`src/rtl/booth_pkg.sv`:
```
// ---------------------------------------------------------------------------
// booth_pkg
// Shared definitions for the radix-4 Booth multiplier family.
//   - FSM state encoding (legacy-compatible localparams plus a typed enum)
//   - Booth digit select encoding produced by booth_r4_encoder
//   - booth_iters(): number of radix-4 iterations for a given operand width
// No ports (package).
// ---------------------------------------------------------------------------
package booth_pkg;

    // Raw state codes. The enum below is built on them so that older code
    // comparing against plain 2-bit constants still matches.
    localparam logic [1:0] ST_IDLE = 2'd0;
    localparam logic [1:0] ST_RUN  = 2'd1;
    localparam logic [1:0] ST_DONE = 2'd2;

    typedef enum logic [1:0] {
        IDLE = ST_IDLE,
        RUN  = ST_RUN,
        DONE = ST_DONE
    } state_e;

    // Selected multiple of the multiplicand for one radix-4 digit.
    typedef enum logic [2:0] {
        ZERO   = 3'd0,
        PLUS1  = 3'd1,
        PLUS2  = 3'd2,
        MINUS1 = 3'd3,
        MINUS2 = 3'd4
    } digit_e;

    // Operands are extended by two bits (WIDTH+2, always even), and each
    // iteration retires two multiplier bits.
    function automatic int booth_iters(input int width);
        return width / 2 + 1;
    endfunction

endpackage

```
`src/rtl/booth_r4_encoder.sv`:
```
// ---------------------------------------------------------------------------
// booth_r4_encoder
// Combinational radix-4 Booth recoder: maps the overlapping 3-bit multiplier
// window {q[i+1], q[i], q[i-1]} to a digit select in {0, +-1, +-2}.
// Ports:
//   window_i  in  3  multiplier window, MSB first
//   sel_o     out    digit select (booth_pkg::digit_e)
// ---------------------------------------------------------------------------
module booth_r4_encoder
    import booth_pkg::*;
(
    input  logic [2:0] window_i,
    output digit_e     sel_o
);

    always_comb begin
        sel_o = ZERO;
        case (window_i)
            3'b000:  sel_o = ZERO;
            3'b001:  sel_o = PLUS1;
            3'b010:  sel_o = PLUS1;
            3'b011:  sel_o = PLUS2;
            3'b100:  sel_o = MINUS2;
            3'b101:  sel_o = MINUS1;
            3'b110:  sel_o = MINUS1;
            3'b111:  sel_o = ZERO;
            default: sel_o = ZERO;
        endcase
    end

endmodule

```
`src/rtl/booth_mult_r4.sv`:
```
// ---------------------------------------------------------------------------
// booth_mult_r4
// Sequential radix-4 Booth multiplier with run-time signed/unsigned mode.
// One multiply at a time; two multiplier bits are retired per RUN cycle.
//
// Ports:
//   clk          in   1         rising-edge clock
//   rst          in   1         asynchronous active-high reset
//   start        in   1         request, accepted only in IDLE
//   signed_mode  in   1         1 = two's complement, 0 = unsigned
//   Md           in   WIDTH     multiplicand, captured on accepted start
//   Mr           in   WIDTH     multiplier, captured on accepted start
//   busy         out  1         high while RUN or DONE
//   done         out  1         one-cycle pulse when P is updated
//   P            out  2*WIDTH   product register, held until next completion
//   dbg_state_o  out  2         current FSM state (booth_pkg state codes)
//
// Handshake: start is sampled on every rising edge but only acts in IDLE;
// the accepting edge captures Md/Mr/signed_mode, after which those inputs
// may change freely. busy rises the cycle after acceptance and stays high
// through the DONE state. The DONE state's edge writes P and raises done
// for exactly one cycle; by then the FSM is back in IDLE, so a start held
// high in that done cycle is accepted at the following edge. start while
// busy is ignored and nothing is re-sampled.
//
// WIDTH must be even and >= 4.
// ---------------------------------------------------------------------------
module booth_mult_r4
    import booth_pkg::*;
#(
    parameter int WIDTH = 8
) (
    input  logic                 clk,
    input  logic                 rst,
    input  logic                 start,
    input  logic                 signed_mode,
    input  logic [WIDTH-1:0]     Md,
    input  logic [WIDTH-1:0]     Mr,
    output logic                 busy,
    output logic                 done,
    output logic [2*WIDTH-1:0]   P,
    output logic [1:0]           dbg_state_o
);

    // Extended operand width and iteration count.
    localparam int E  = WIDTH + 2;
    localparam int N  = booth_iters(WIDTH);
    localparam int CW = $clog2(N + 1);

    localparam logic [CW-1:0] CNT_N   = CW'(N);
    localparam logic [CW-1:0] CNT_ONE = CW'(1);

    // -----------------------------------------------------------------------
    // State
    // -----------------------------------------------------------------------
    state_e             state_q, state_d;
    logic [E:0]         a_q, a_d;       // accumulator, E+1 bits
    logic [E-1:0]       q_q, q_d;       // multiplier shift register
    logic               qm1_q, qm1_d;   // bit shifted out below Q[0]
    logic [E:0]         m_q, m_d;       // extended multiplicand
    logic [CW-1:0]      cnt_q, cnt_d;   // remaining RUN iterations
    logic [2*WIDTH-1:0] p_q, p_d;
    logic               done_q, done_d;

    // -----------------------------------------------------------------------
    // Operand extension: sign-extend in signed mode, zero-extend otherwise.
    // The extra high bits make an unsigned WIDTH-bit operand a positive
    // value in the signed datapath, so one algorithm covers both modes.
    // -----------------------------------------------------------------------
    logic       md_ext_bit;
    logic       mr_ext_bit;
    logic [E:0] md_ext;
    logic [E-1:0] mr_ext;

    assign md_ext_bit = signed_mode & Md[WIDTH-1];
    assign mr_ext_bit = signed_mode & Mr[WIDTH-1];
    assign md_ext     = {{3{md_ext_bit}}, Md};
    assign mr_ext     = {{2{mr_ext_bit}}, Mr};

    // -----------------------------------------------------------------------
    // Booth digit and partial-product add
    // -----------------------------------------------------------------------
    digit_e     sel;
    logic [E:0] m_x2;
    logic [E:0] addend;
    logic [E:0] a_sum;

    booth_r4_encoder u_enc (
        .window_i ({q_q[1:0], qm1_q}),
        .sel_o    (sel)
    );

    // M fits in E-1 significant bits, so 2M still fits the E+1-bit accumulator.
    assign m_x2 = {m_q[E-1:0], 1'b0};

    always_comb begin
        addend = '0;
        case (sel)
            ZERO:    addend = '0;
            PLUS1:   addend = m_q;
            PLUS2:   addend = m_x2;
            MINUS1:  addend = -m_q;
            MINUS2:  addend = -m_x2;
            default: addend = '0;
        endcase
    end

    assign a_sum = a_q + addend;

    // Arithmetic shift right by two of {A', Q, q_m1}: the two low accumulator
    // bits move into the top of Q, and q_m1 picks up the old Q[1].
    logic [E:0]   a_shift;
    logic [E-1:0] q_shift;

    assign a_shift = {{2{a_sum[E]}}, a_sum[E:2]};
    assign q_shift = {a_sum[1:0], q_q[E-1:2]};

    // -----------------------------------------------------------------------
    // Next-state logic
    // -----------------------------------------------------------------------
    always_comb begin
        state_d = state_q;
        a_d     = a_q;
        q_d     = q_q;
        qm1_d   = qm1_q;
        m_d     = m_q;
        cnt_d   = cnt_q;
        p_d     = p_q;
        done_d  = 1'b0;

        case (state_q)
            IDLE: begin
                if (start) begin
                    m_d     = md_ext;
                    q_d     = mr_ext;
                    qm1_d   = 1'b0;
                    a_d     = '0;
                    cnt_d   = CNT_N;
                    state_d = RUN;
                end
            end

            RUN: begin
                a_d   = a_shift;
                q_d   = q_shift;
                qm1_d = q_q[1];
                cnt_d = cnt_q - CNT_ONE;
                // Last digit retired this cycle; counter lands on 0.
                if (cnt_q == CNT_ONE) begin
                    state_d = DONE;
                end
            end

            DONE: begin
                // Full product lives in {A, Q}; the low 2*WIDTH bits are exact
                // in both modes, the upper bits are only sign/guard bits.
                p_d     = {a_q[2*WIDTH-E-1:0], q_q};
                done_d  = 1'b1;
                state_d = IDLE;
            end

            default: begin
                state_d = IDLE;
            end
        endcase
    end

    // -----------------------------------------------------------------------
    // Registers
    // -----------------------------------------------------------------------
    always_ff @(posedge clk or posedge rst) begin
        if (rst) begin
            state_q <= IDLE;
            a_q     <= '0;
            q_q     <= '0;
            qm1_q   <= 1'b0;
            m_q     <= '0;
            cnt_q   <= '0;
            p_q     <= '0;
            done_q  <= 1'b0;
        end else begin
            state_q <= state_d;
            a_q     <= a_d;
            q_q     <= q_d;
            qm1_q   <= qm1_d;
            m_q     <= m_d;
            cnt_q   <= cnt_d;
            p_q     <= p_d;
            done_q  <= done_d;
        end
    end

    // -----------------------------------------------------------------------
    // Outputs
    // -----------------------------------------------------------------------
    assign busy        = (state_q != IDLE);
    assign done        = done_q;
    assign P           = p_q;
    assign dbg_state_o = state_q;

endmodule
```
`config.mk`:
```
export PLATFORM = sky130hd
export DESIGN_NAME = booth_mult_r4
export DESIGN_NICKNAME = d
export VERILOG_FILES = /design/src/rtl/booth_pkg.sv /design/src/rtl/booth_r4_encoder.sv /design/src/rtl/booth_mult_r4.sv
export SDC_FILE = /design/constraint.sdc
export NUM_CORES = 1
export LEC_CHECK = 0
export CAP_MARGIN = 20
export CORE_UTILIZATION = 40
export DETAILED_ROUTE_END_ITERATION = 10
export GPL_ROUTABILITY_DRIVEN = 1
export PLACE_DENSITY = 0.67
export SYNTH_ARGS = -nofsm -noshare
export SYNTH_HDL_FRONTEND = slang
export SYNTH_HIERARCHICAL = 1
export SYNTH_SLANG_ARGS = --single-unit
```
`constraint.sdc`:
```
create_clock -name clk -period 3.01 [get_ports clk]
set_clock_uncertainty 0.1 [all_clocks]
set_input_delay 0.301 -clock clk [delete_from_list [all_inputs] [get_ports clk]]
set_output_delay 0.301 -clock clk [all_outputs]
set_load 0.005 [all_outputs]
```
Word-level counts from Yosys, hierarchy flattened
Memories as Yosys holds them, arrays and structs flattened.
Cells that the tools add are included.
{"block": "totals", "regBits": 53, "latchBits": 0, "ramBits": 0, "rom_bits": 24, "input_bits": 20, "output_inout_bits": 20, "wordCells": 43, "n_memories": 1}
{"block": "classes", "add_sub_neg": 4, "mul": 0, "div": 0, "order_cmp": 0, "n_eq_ne": 9, "shift": 0, "n_mux": 13, "bitwise": 2, "reduce_logical": 6}
{"name": "(no name shown)", "depth": 8, "word_bits": 3, "read_ports": 1, "rd_ports_with_merged_regs": 0, "write_ports": 0, "line_no": "booth_r4_encoder.sv:18", "rtl": "case (window_i)"}
{"operator": "11-bit one-hot mux with 4 select lines", "count": 1}
{"operator": "11-bit negation", "count": 2}
{"operator": "11-bit one-hot mux with 2 select lines", "count": 1}
{"operator": "10-bit one-hot mux with 2 select lines", "count": 1}
{"operator": "11-bit adder", "count": 1}
{"operator": "11-bit 2-to-1 mux", "count": 1}
{"operator": "10-bit 2-to-1 mux", "count": 1}
{"operator": "3-bit by 1-bit equality test with 1-bit output, second input constant", "count": 2}
{"operator": "3-bit by 2-bit equality test with 1-bit output, second input constant", "count": 2}
{"operator": "3-bit one-hot mux with 2 select lines", "count": 1}
{"operator": "2-bit AND reduction", "count": 3}
{"operator": "2-bit 2-to-1 mux", "count": 2}
{"operator": "2-bit inequality test, second input constant", "count": 2}
{"operator": "2-bit one-hot mux with 2 select lines", "count": 1}
{"operator": "2-bit nonzero test", "count": 2}
{"operator": "3-bit equality test, second input constant", "count": 1}
{"operator": "3-bit 2-to-1 mux", "count": 1}
{"operator": "3-bit by 1-bit subtractor with 3-bit output, second input constant", "count": 1}
{"operator": "1-bit bitwise AND", "count": 2}
{"operator": "2-bit by 1-bit equality test with 1-bit output, second input constant", "count": 1}
{"operator": "2-bit equality test, second input constant", "count": 1}
{"operator": "2-bit zero test", "count": 1}
{"operator": "1-bit 2-to-1 mux", "count": 2}
{"operator": "1-bit one-hot mux with 2 select lines", "count": 1}

Logic depth before layout (Yosys ltp)
Gate-level depths: netlist of run 1.
An unclocked memory read counts as a cell.
{"block": "logic_depth", "depth_word": 5, "mapped_depth": 15, "ltp_nobuf": 14}

Hierarchy
The synthesis of run 1 kept the hierarchy.
{"module": "booth_mult_r4", "n_inst": 1, "cells_each": 336, "area_per_inst_um2": 3016.6, "seq_area_each_um2": 1276.2}
{"module": "booth_r4_encoder", "n_inst": 1, "cells_each": 7, "area_per_inst_um2": 58.8, "seq_area_each_um2": 0.0}

Worst setup path before layout of run 1
OpenSTA, ideal clock, no wires.
{"block": "synth_timing", "path_type": "register -> register", "start": "register qm1_q", "end": "register a_q[5]", "setup_time_ns": 0.131, "arrival_ns": 3.091, "required_ns": 2.779, "setup_slack_ns": -0.313, "path_stages_with_launch": 14, "n_path_buf": 1, "period_less_slack_ns": 3.323, "path_cell_list": "dfrtp_1 > inv_1 > ha_1 > mux2_4 > or2b_1 > clkbuf_1 > a211o_1 > o21ai_0 > ha_1 > a21o_1 > a21oi_1 > o21ai_0 > and3_1 > or3_1"}
{"block": "synth_via", "elab_chain_len": 5, "word_cells_on_any_way": 8, "cone_classes": "1 x add/sub; 4 x eq/ne; 2 x mux; 1 x memory"}
{"item": "start, declared", "line_no": "booth_mult_r4.sv:59", "rtl": "logic qm1_q, qm1_d;"}
{"item": "start signal, assigned", "line_no": "booth_mult_r4.sv:185", "rtl": "qm1_q <= qm1_d;"}
{"item": "memory read 8 x 3 bit (*)"}
{"item": "named net sel[1]", "line_no": "booth_mult_r4.sv:83", "rtl": "digit_e sel;"}
{"item": "3-bit equality test (tied with other cells)", "line_no": "booth_mult_r4.sv:98", "rtl": "case (sel)"}
{"item": "11-bit one-hot mux with 4 select lines (*)", "line_no": "booth_mult_r4.sv:98"}
{"item": "11-bit adder (*)", "line_no": "booth_mult_r4.sv:108", "rtl": "assign a_sum = a_q + addend;"}
{"item": "11-bit one-hot mux with 2 select lines (*)", "line_no": "booth_mult_r4.sv:131", "rtl": "case (state_q)"}
{"item": "end signal, assigned", "line_no": "booth_mult_r4.sv:174", "rtl": "a_q <= '0;"}
{"item": "end signal, assigned", "line_no": "booth_mult_r4.sv:183", "rtl": "a_q <= a_d;"}
{"item": "end, declared", "line_no": "booth_mult_r4.sv:57", "rtl": "logic [E:0] a_q, a_d;"}
Mark *: on every way through the listed nets, which the timed path passes. The rest lies on a longest branch.
A chain may end at the register's enable or synchronous reset.

Worst setup path in the final report of run 1
{"block": "layout_timing", "start": "register m_q[0]", "end": "register a_q[9]"}
{"block": "layout_via", "elab_chain_len": 4, "word_cells_on_any_way": 5, "cone_classes": "3 x add/sub; 2 x mux"}
{"item": "start, declared", "line_no": "booth_mult_r4.sv:60", "rtl": "logic [E:0] m_q, m_d;"}
{"item": "start signal, assigned", "line_no": "booth_mult_r4.sv:186", "rtl": "m_q <= m_d;"}
{"item": "11-bit negation, on equally long branches", "line_no": "booth_mult_r4.sv:102, booth_mult_r4.sv:103"}
{"item": "11-bit one-hot mux with 4 select lines (*)", "line_no": "booth_mult_r4.sv:98"}
{"item": "11-bit adder (*)", "line_no": "booth_mult_r4.sv:108"}
{"item": "11-bit one-hot mux with 2 select lines (*)", "line_no": "booth_mult_r4.sv:131"}
Mark *: on every way between the ends. The rest lies on a longest branch, timed or not.

==> results of run 1 <==
per-layer routing:
metal	wire [um]	GRT usage, %	up-vias	part of all wire, %
li1	-	-	1396	-
met1	3920	29.2	1375	47
met2	4100	34.0	35	49
met3	177	3.02	11	2.1
met4	94	4.62	0	1.1
met5	0	0	-	0
sequential cells by signal, summed over array words and instances, names as in the netlist:
name and cells:
m_q 9, dbg_state_o 2, cnt_q 3, q_q 10, done 1, P 16, qm1_q 1, a_q 9
cells in the final DEF, fill, tap and decap left out, drive strengths merged, types with 11 or more instances in the layout:
cell type       n
o21ai          25
dfrtp          51
mux2           17
a21oi          11
nand2          60
ha             15
nand3          12
inv            15
nor2           23
clkdlybuf4s50  39
buf            64
worst register-to-register path, stage by stage, from the launching register on:
cell and delay [ns]:
dfrtp_1 0.41, inv_1 0.08, ha_1 0.17, inv_1 0.06, or3_4 0.36, o31ai_2 0.21
xor2_1 0.25, o22ai_2 0.16, ha_4 0.21, a2111oi_4 0.35, o21ai_2 0.11, a41o_1 0.22
buf_4 0.15, mux2i_1 0.13, o311ai_1 0.11
cell families after synthesis:
logic type	Yosys count
AO/OA/AOI/OAI	78
adder cells (fa/ha/maj)	16
buffers and inverters	33
multiplexers	19
flip-flops	51
AND/OR/NAND/NOR	131
XOR/XNOR	15
how the worst max path moves through the flow:
| stage | startpoint | to | slack (ns) | depth (start not counted) |
|---|---|---|---|---|
| detailed placement | qm1_q | a_q[9] | -0.45 | 14 |
| floorplan | qm1_q | a_q[5] | -0.18 | 13 |
| finish | m_q[0] | a_q[9] | -0.20 | 14 |
| global placement | m_q[0] | a_q[9] | -0.36 | 11 |
| CTS | m_q[0] | a_q[9] | -0.26 | 11 |
| global route | m_q[0] | a_q[9] | -0.33 | 14 |
per-stage QoR:
step | utilization (%) | hold WS (ns)
finish | 60.6 | 0.365
global route | 60.6 | 0.431
CTS | 57.2 | 0.389
detailed placement | 53.8 | 0.390
global placement | 53.8 | 0.368
floorplan | - | 0.306
timing repair:
action                     CTS  global route
setup endpoints to repair    8             8
buffers inserted             7             2
resized for setup           27            46
gates cloned                 1             0
pin swaps                   10            31
final cells by class:
type | count | area [um^2] | share of cell area, %
Inverter | 14 | 52.6 | 1.18
Tap cell | 99 | 124 | 2.79
Timing Repair Buffer | 103 | 893 | 20.1
Clock buffer | 6 | 82.6 | 1.86
Clock inverter | 2 | 13.8 | 0.310
Sequential cell | 51 | 1280 | 28.7
Multi-Input combinational cell | 260 | 2000 | 45.0
==> impl_metrics.yaml, run 1 <==
placed_design:
  dp_slack_ns: -0.445
  dp.cells: 517
  placed_cell_area_mm2: 0.00395
  portBuffers: 39
  finalWeightedCongestion: 0.876
  dpl.hpwl_um: 5630
drt:
  finalWirelength_um: 8300
  via_count: 2817
  wl_per_cell_um: 15.5
  drt-initial-drc-count: 130
  antenna_left: 0
  vias_per_cell: 5.27
  drc: 0
  first_pass_iters: 4
worst_setup_path:
  cp_num_buf_inv: 3
  worstRegToRegCells: 14
  cp_slowest_stage_delay_ns: 0.41
  path_delay_family: "compound AO/OA/AOI/OAI gates"
  cp.arrival_ns: 3.28
  path_cells: "inv_1 > ha_1 > inv_1 > or3_4 > o31ai_2 > xor2_1 > o22ai_2 > ha_4 > a2111oi_4 > o21ai_2 > a41o_1 > buf_4 > mux2i_1 > o311ai_1"
  cp_max_fo: 3
  regToRegStartpoint: "m_q[0]"
  slowest_stage: "dfrtp_1"
  crit_required_ns: 3.08
  r2r-end: "a_q[9]"
  critPathCaptureType: "register"
  setup.worst_path.class: "reg -> reg"
  rrSetupSlack_ns: -0.20
  critPathLaunchType: "register"
  crit_top_cell: "inv_1"
clock_network:
  insertion_delay_ns: 0.31
  numCtsBuffers: 5
  cts_tree: "done"
  ctsLongestPathBuffers: 2
  htree_levels: 2
  cts.sinks: 51
  path_clk_slew_ns: 0.10
  cts_root_buf: "clkbuf_8"
  cts_hold_buf: 0
logic_synthesis:
  ys_seq_area_share_pct: 41.5
  synthAdderAreaFrac_pct: 6.75
  synth_top_family_by_area: "simple AND/OR/NAND/NOR gates"
  synth_top_cell_by_area: "dfrtp_1"
  synth_top_area_share_pct: 41.5
  yosys.area_share.simple_pct: 19.9
  avgSynthCellArea_um2: 8.97
  yosys_register_bits: 51
  synth_xor_area_share_pct: 4.27
  synth_most_common_cell: "nand2_1"
  ys.warnings.count: 6
  yosys-top-cells-count: "60 x nand2_1, 51 x dfrtp_1, 24 x o21ai_0, 23 x nor2_1, 16 x mux2_2"
  synth-edff-count: 0
  syn_inst: 343
  syn_nets: 379
  synth_area_mm2: 0.00308
  ys_top_cells_by_area: "dfrtp_1 41%, nand2_1 7.3%, ha_1 6.1%"
  async_flop_share_pct: 100
  ys.flop_type: "dfrtp_1"
  synth_compound_area_share_pct: 16.5
  synthMuxAreaShare_pct: 7.00
  ys_types: 54
timing:
  final_hold_viol_count: 0
  setup_viol_count_final: 7
  setup_slack_ns: -0.197
  worstMarginPinSlew_ns: 0.821
  rsz0062_at_grt: "true"
  slew_violations: 0
  period_minus_slack_ns: 3.21
  fmax_ghz: 0.312
  relSlewSlack_pct: 45.3
  fin_crit_sh_pct: 107
  tns_ns: -0.401
floorplanning:
  die-area_mm2: 0.00804
  fp.dieW_um: 89.7
  row_count: 31
  die_h_um: 89.7
  ios: 40
  initial_core_util_pct: 42.0
  fp.coreArea_mm2: 0.00733
global_route:
  grt_pass1_vias: 2692
  antenna_found_initial: 0
  track_usage_pct: 20.8
  grt_pass1_wl_um: 12700
  grt_overflow: 0
  grt_max_degree: 52
cells_and_area:
  antenna_cells: 0
  area_growth_syn_to_layout_pct: 44.5
  final_layout_size_suffix_gt1_share_pct: 33.0
  final_area_mm2: 0.00444
  num-nets-final: 471
  stdcell_count: 535
  fillers: 595
job:
  maxCapViolations: 0
run_status:
  violations: "negative setup slack"
  status: "finished, violations left"
worst_hold_path:
  hold_path.class: "in -> async"
Power of run 1 is not shown: default switching activity piles up to over one toggle a cycle in this logic, so the estimate is an artifact.
==> run 2, diff against run 1 <==
--- a/config.mk
+++ b/config.mk
@@ -5,7 +5,6 @@
 export SDC_FILE = /design/constraint.sdc
 export NUM_CORES = 1
 export LEC_CHECK = 0
-export CAP_MARGIN = 20
 export CORE_UTILIZATION = 40
 export DETAILED_ROUTE_END_ITERATION = 10
 export GPL_ROUTABILITY_DRIVEN = 1
==> results of run 2 <==
The final DEF is identical to that of run 1; final timing and power are the same.
Power of run 2 is left out for the same reason.
